<file path="src/rtl/alu_operand_serializer.sv">
// ---------------------------------------------------------------------------
// alu_operand_serializer
//
// Bit-serial transmitter feeding the fault-tolerant ALU's DATA_IN/Ready pair.
// A START while idle captures {OPCODE, A, B} (plus an optional even-parity
// bit) into a frame register. The frame is then shifted out MSB-first, one
// bit per clock, on DATA_OUT, with READY_OUT qualifying every frame bit.
//
// The control state is triple-redundant: the FSM state, the bit counter and
// the gap counter each exist as three copies. Next-state logic only ever
// sees the bitwise majority of the copies. All copies are rewritten from the
// voted next value every cycle, so a single-copy upset is scrubbed on the
// following edge. Any disagreement between a copy and its vote sets the
// sticky SEU_FLAG.
//
// All outputs are registered from the voted current state. They therefore
// lag the internal FSM by one cycle: for a START sampled at edge k, bit 0
// appears after edge k+1 and DONE after edge k+FRAME_LEN+1.
//
// Parameters
//   DW          operand width (A and B)
//   OP_W        opcode width
//   PARITY_EN   1 = append one even-parity bit to each frame
//   GAP_CYCLES  idle cycles after a frame before the next START is taken
//
// Ports
//   CLK        clock, rising edge
//   RST        asynchronous active-high reset
//   START      frame request, honoured only while idle
//   OPCODE     opcode, sampled on the accepting edge
//   A, B       operands, sampled on the accepting edge
//   CLR_FLAG   synchronous clear of SEU_FLAG (a coincident set wins)
//   DATA_OUT   serial data bit (0 outside frames)
//   READY_OUT  high exactly while DATA_OUT carries a frame bit
//   BUSY       high while a frame or its trailing gap is in progress
//   DONE       one-cycle pulse right after the last frame bit
//   SEU_FLAG   sticky redundancy-disagreement flag
// ---------------------------------------------------------------------------
module alu_operand_serializer #(
    parameter int unsigned DW         = 16,
    parameter int unsigned OP_W       = 4,
    parameter int unsigned PARITY_EN  = 1,
    parameter int unsigned GAP_CYCLES = 1
) (
    input  logic            CLK,
    input  logic            RST,
    input  logic            START,
    input  logic [OP_W-1:0] OPCODE,
    input  logic [DW-1:0]   A,
    input  logic [DW-1:0]   B,
    input  logic            CLR_FLAG,
    output logic            DATA_OUT,
    output logic            READY_OUT,
    output logic            BUSY,
    output logic            DONE,
    output logic            SEU_FLAG
);

    localparam int unsigned PAYLOAD_LEN = OP_W + 2 * DW;
    localparam int unsigned FRAME_LEN   = PAYLOAD_LEN + ((PARITY_EN != 0) ? 1 : 0);
    localparam int unsigned CW = ($clog2(FRAME_LEN) > 0) ? $clog2(FRAME_LEN) : 1;
    localparam int unsigned GW = ($clog2(GAP_CYCLES + 1) > 0) ? $clog2(GAP_CYCLES + 1) : 1;

    localparam logic [CW-1:0] CNT_LAST = CW'(FRAME_LEN - 1);
    // With no gap the GAP state is unreachable; keep the constant well-formed.
    localparam logic [GW-1:0] GAP_LAST = GW'((GAP_CYCLES > 0) ? GAP_CYCLES - 1 : 0);

    typedef enum logic [1:0] {
        StIdle = 2'd0,
        StSend = 2'd1,
        StGap  = 2'd2
    } state_e;

    // ------------------------------------------------------------------
    // Redundant control state (three copies each)
    // ------------------------------------------------------------------
    state_e        state0_q, state1_q, state2_q;
    logic [CW-1:0] cnt0_q, cnt1_q, cnt2_q;
    logic [GW-1:0] gap0_q, gap1_q, gap2_q;

    // Single-copy datapath and registered outputs
    logic [FRAME_LEN-1:0] frame_q, frame_d;
    logic                 data_out_q, data_out_d;
    logic                 ready_q, ready_d;
    logic                 busy_q, busy_d;
    logic                 done_q, done_d;
    logic                 seu_q, seu_d;

    // Voted values and next state
    logic [1:0]    state_bits;
    state_e        state_v, state_d;
    logic [CW-1:0] cnt_v, cnt_d;
    logic [GW-1:0] gap_v, gap_d;
    logic          mismatch;
    logic [CW-1:0] bit_idx;

    // ------------------------------------------------------------------
    // Frame assembly: OPCODE, A, B MSB-first, then optional parity
    // ------------------------------------------------------------------
    logic [PAYLOAD_LEN-1:0] payload;
    logic [FRAME_LEN-1:0]   frame_load;

    assign payload = {OPCODE, A, B};

    if (PARITY_EN != 0) begin : g_parity
        // Even parity: total number of ones in the frame is even.
        assign frame_load = {payload, ^payload};
    end else begin : g_no_parity
        assign frame_load = payload;
    end

    // ------------------------------------------------------------------
    // Majority voting and disagreement detection
    // ------------------------------------------------------------------
    always_comb begin
        state_bits = (state0_q & state1_q) | (state0_q & state2_q) | (state1_q & state2_q);
        // The 2'b11 encoding can only arise from a multi-copy upset; fall
        // back to idle rather than inventing a state.
        case (state_bits)
            2'd1:    state_v = StSend;
            2'd2:    state_v = StGap;
            default: state_v = StIdle;
        endcase

        cnt_v = (cnt0_q & cnt1_q) | (cnt0_q & cnt2_q) | (cnt1_q & cnt2_q);
        gap_v = (gap0_q & gap1_q) | (gap0_q & gap2_q) | (gap1_q & gap2_q);

        mismatch = (state0_q != state_v) || (state1_q != state_v) || (state2_q != state_v) ||
                   (cnt0_q != cnt_v) || (cnt1_q != cnt_v) || (cnt2_q != cnt_v) ||
                   (gap0_q != gap_v) || (gap1_q != gap_v) || (gap2_q != gap_v);
    end

    // ------------------------------------------------------------------
    // Next-state logic (operates on voted values only)
    // ------------------------------------------------------------------
    always_comb begin
        state_d = state_v;
        cnt_d   = cnt_v;
        gap_d   = gap_v;
        frame_d = frame_q;

        case (state_v)
            StIdle: begin
                if (START) begin
                    frame_d = frame_load;
                    cnt_d   = '0;
                    state_d = StSend;
                end
            end
            StSend: begin
                if (cnt_v == CNT_LAST) begin
                    cnt_d = '0;
                    gap_d = '0;
                    if (GAP_CYCLES > 0) begin
                        state_d = StGap;
                    end else begin
                        state_d = StIdle;
                    end
                end else begin
                    cnt_d = cnt_v + 1'b1;
                end
            end
            StGap: begin
                if (gap_v == GAP_LAST) begin
                    gap_d   = '0;
                    state_d = StIdle;
                end else begin
                    gap_d = gap_v + 1'b1;
                end
            end
            default: begin
                state_d = StIdle;
            end
        endcase
    end

    // ------------------------------------------------------------------
    // Output next values, registered from the voted current state
    // ------------------------------------------------------------------
    always_comb begin
        bit_idx    = CNT_LAST - cnt_v;
        ready_d    = (state_v == StSend);
        data_out_d = ready_d ? frame_q[bit_idx] : 1'b0;
        busy_d     = (state_v != StIdle);
        // The cycle after the last bit is the first one whose voted state is
        // no longer SEND while the previous output was still a frame bit.
        done_d     = ready_q && (state_v != StSend);
        // Set dominates clear.
        seu_d      = mismatch || (seu_q && !CLR_FLAG);
    end

    // ------------------------------------------------------------------
    // State registers; every copy is rewritten from the vote (scrubbing)
    // ------------------------------------------------------------------
    always_ff @(posedge CLK or posedge RST) begin
        if (RST) begin
            state0_q   <= StIdle;
            state1_q   <= StIdle;
            state2_q   <= StIdle;
            cnt0_q     <= '0;
            cnt1_q     <= '0;
            cnt2_q     <= '0;
            gap0_q     <= '0;
            gap1_q     <= '0;
            gap2_q     <= '0;
            frame_q    <= '0;
            data_out_q <= 1'b0;
            ready_q    <= 1'b0;
            busy_q     <= 1'b0;
            done_q     <= 1'b0;
            seu_q      <= 1'b0;
        end else begin
            state0_q   <= state_d;
            state1_q   <= state_d;
            state2_q   <= state_d;
            cnt0_q     <= cnt_d;
            cnt1_q     <= cnt_d;
            cnt2_q     <= cnt_d;
            gap0_q     <= gap_d;
            gap1_q     <= gap_d;
            gap2_q     <= gap_d;
            frame_q    <= frame_d;
            data_out_q <= data_out_d;
            ready_q    <= ready_d;
            busy_q     <= busy_d;
            done_q     <= done_d;
            seu_q      <= seu_d;
        end
    end

    assign DATA_OUT  = data_out_q;
    assign READY_OUT = ready_q;
    assign BUSY      = busy_q;
    assign DONE      = done_q;
    assign SEU_FLAG  = seu_q;

endmodule

</file>
<file path="config.mk">
export PLATFORM = sky130hd
export DESIGN_NAME = alu_operand_serializer
export DESIGN_NICKNAME = d
export VERILOG_FILES = /design/src/rtl/alu_operand_serializer.sv
export SDC_FILE = /design/constraint.sdc
export NUM_CORES = 1
export LEC_CHECK = 0
export BUFFER_PORTS_ARGS = -buffer_cell sky130_fd_sc_hd__buf_4
export CORE_UTILIZATION = 35
export CTS_CLUSTER_DIAMETER = 40
export DETAILED_ROUTE_END_ITERATION = 7
export PLACE_DENSITY = 0.59
export SYNTH_ARGS = -nofsm -noshare
export SYNTH_HDL_FRONTEND = slang
export SYNTH_SLANG_ARGS = --single-unit
</file>
<file path="constraint.sdc">
create_clock -name CLK -period 6.9 [get_ports CLK]
set_input_delay 1.035 -clock CLK [delete_from_list [all_inputs] [get_ports CLK]]
set_output_delay 1.035 -clock CLK [all_outputs]
set_load 0.03 [all_outputs]
</file>
==> out/results.txt <==
Status: finished clean
Fin area: 3340 sq um
Pint: 935 uW
Post-CTS setup buffers: 0
Post-route ant nets: 0
Seq cells post-synth: 50
Kind of critical path: reg2reg
Worst slew pin tran: 1060 ps
Fill count: 742
Largest net degree at the start of global routing: 51
Die W: 91.5 um
CP required: 7110 ps
Grt met1 use: 18.3%
IO buf count: 44
Clock Skew: 10.8 ps
Relative slew slack: 29.3%
Syn Inst Count: 231
Placed cell areas: 3220 sq um
Post-Synth Adder-Cell Area: 2.68%
CTS Buf Count: 5
Final hold viol count: 0
Worst path arrival time: 2980 ps
Post-synthesis sequential area ratio: 44.6%
Crit start category: register
Leakage dissipation: 1.48 nW
WHS Endpoint: SEU_FLAG$_DFF_PP0_
Initial Utilization: 36.3%
Multiplexer share of the synthesized area: 24.6%
CORE AREA: 7730 sq um
Cell variety after synth: 35
Post-synthesis simple-gate area fraction: 7.45%
Final setup viols: 0
Clock power share: 15.4%
Setup TNS: 0 ps
Syn Area/Cell: 12.1 sq um
EDFF count, synth: 0
Ys async rst share: 100%
# H-tree levels: 2
Main combinational cell family by area after synthesis: multiplexers
Share of cells above drive strength 1: 35.2%
Post-Syn Area: 2810 sq um
I/O Pins: 45
Initial DRC count: 52
Die Y: 91.5 um
PnR worst setup slack: 4130 ps
Skew-Pair Late Insertion Delay: 300 ps
GR peak layer: met2
Max IR drop VDD: 0.151 mV
Max FO, Critical Path: 20
Wirelength per Cell: 14.2 um
Cell Pwr Density: 430 nW/um^2
Pre-CTS setup slack: 4130 ps
Max cap viols: 0
Max Fclk: 0.361 GHz
Slowest stage delay, CP: 870 ps
Layout area overhead: 19.1%
GPL Wtd Cong: 0.780
CP max-delay cell: dfrtp_1
Die area: 8380 sq um
Final WL: 5330 um
RSZ-0062 raised after global routing: no
Seq pwr share: 38.0%
Via count: 1849
Switching power: 500 uW
Nets: 318
R2r startpoint: cnt2_q[0]$_DFFE_PP0P_
Tmin final: 2770 ps
Hold WC Path Type: reg2reg
Max-slew violations: 0
FF-to-FF path depth: 7
Final Util: 43.2%
Compound-cell area share of the yosys netlist: 5.58%
R2r endpoint: DATA_OUT$_DFF_PP0_
Hold Startpoint: SEU_FLAG$_DFF_PP0_
Total GRT Usage: 13.7%
Vias per cell: 4.93
Most frequent cells in the layout: 50 x dfrtp_1, 45 x buf_4, 38 x mux2_2
Global Route met3 Usage: 2.51%
First-pass GRT wire length: 9130 um
Clk sink count: 50
M2 GR Usage: 23.2%
FP Rows: 32
Residual DRC: 0
Combinational cell fraction of total power: 46.6%
Register-to-register setup slack: 4130 ps
Switching Share: 34.9%
CP Capture Type: register
Tcrit/Tclk final: 40.1%
Vias in the first global route: 1909
CTS Buffer Depth: 2
Commonest non-fill, non-tap cell in the layout: dfrtp_1
Number of cells on the worst hold path: 1
Root buffer cell: clkbuf_8
Drt pass-1 iters: 4
Post-DP HPWL: 3950 um
Post-Syn Nets: 277
Crit-path cells: inv_1 > ha_1 > xnor2_1 > mux2_2 > o221ai_2 > nor3b_1 > o21a_1
Initial antenna violation count: 0
GRT overflow: 0
TritonCTS clock tree: done
Synth Area in XOR/XNOR: 12.0%
Hold slack: 487 ps
Number of inserted diodes: 0
Post-CTS Resized: 0
Ys Warns: 0
Post-CTS Hold Buffers: 0
Clock slew at reported path FFs: 100 ps
Synth Flop Type: dfrtp_1
worst max-delay path by stage:
stage / cells after the start / from / end
floorplan: 10 / cnt2_q[0]$_DFFE_PP0P_ / DATA_OUT$_DFF_PP0_
global placement: 7 / cnt2_q[0]$_DFFE_PP0P_ / DATA_OUT$_DFF_PP0_
detailed placement: 7 / cnt2_q[0]$_DFFE_PP0P_ / DATA_OUT$_DFF_PP0_
CTS: 7 / cnt2_q[0]$_DFFE_PP0P_ / DATA_OUT$_DFF_PP0_
global route: 7 / cnt2_q[0]$_DFFE_PP0P_ / DATA_OUT$_DFF_PP0_
finish: 7 / cnt2_q[0]$_DFFE_PP0P_ / DATA_OUT$_DFF_PP0_
flip-flops by register name, indices dropped and copies added, names as in the netlist:
name,cells
SEU_FLAG,1
state2_q,2
cnt2_q,6
READY_OUT,1
DONE,1
BUSY,1
DATA_OUT,1
frame_q,37
through the flow:
stage	instances	total power, mW
floorplan	231	1.07
detailed placement	367	1.23
CTS	375	1.45
finish	375	1.44
global route	375	1.54
global placement	367	1.21
synth_stat cells (2+ instances only):
cell type	n	share of area [%]
nor2b_1	3	0.67
xnor2_1	31	9.7
nand2_1	12	1.6
ha_1	6	2.7
a21oi_1	2	0.36
inv_1	9	1.2
or2_2	2	0.45
xor2_1	5	1.6
o21ai_0	13	2.3
nand3_1	2	0.36
buf_2	2	0.36
nor3_1	4	0.71
clkbuf_1	7	0.94
nor2_1	12	1.6
mux2i_1	3	1.1
a31oi_1	4	0.89
nor3b_1	2	0.54
dfrtp_1	50	45
nor4_1	2	0.45
mux4_1	8	7.5
mux2_2	38	15
critical path: cells and delay by family (launching register included):
kind	cells	cell delay [ps]
buffers and inverters	1	100
and+or+nand+nor	1	70
adders and majority gates	1	280
xor gates and xnor gates	1	590
muxes	1	430
DFF	1	870
AOI/OAI and AO/OA	2	330
layout make-up:
class / count / area [sq um] / area share (%)
Inverter: 9 / 33.8 / 1.01
Multi-Input combinational cell: 161 / 1470 / 44.0
Clock buffer: 6 / 82.6 / 2.47
Timing Repair Buffer: 45 / 338 / 10.1
Tap cell: 102 / 128 / 3.82
Clock inverter: 2 / 38.8 / 1.16
Sequential cell: 50 / 1250 / 37.5
routing by layer:
| metal | vias up | share of wire (%) |
|---|---|---|
| li1 | 898 | - |
| met1 | 906 | 47 |
| met2 | 43 | 49 |
| met3 | 2 | 3.5 |
| met4 | 0 | 0.38 |
| met5 | - | 0 |
power groups by stage:
stage	combinational [mW]	sequential, mW	clock [mW]
2_1_floorplan	0.570	0.503	0
3_3_place_gp	0.657	0.552	0
3_5_place_dp	0.675	0.554	0
4_1_cts	0.677	0.547	0.228
5_1_grt	0.740	0.565	0.237
6_report	0.670	0.546	0.220
cells by family (layout without fill, tap and decap cells):
group	Yosys count	count (layout)
mux	50	50
simple gates	43	43
flops	50	50
xor+xnor	37	37
fa+ha+maj	6	6
buf+inv	20	62
compound gates	25	25
No activity file was read; power rests on OpenSTA's default activity.
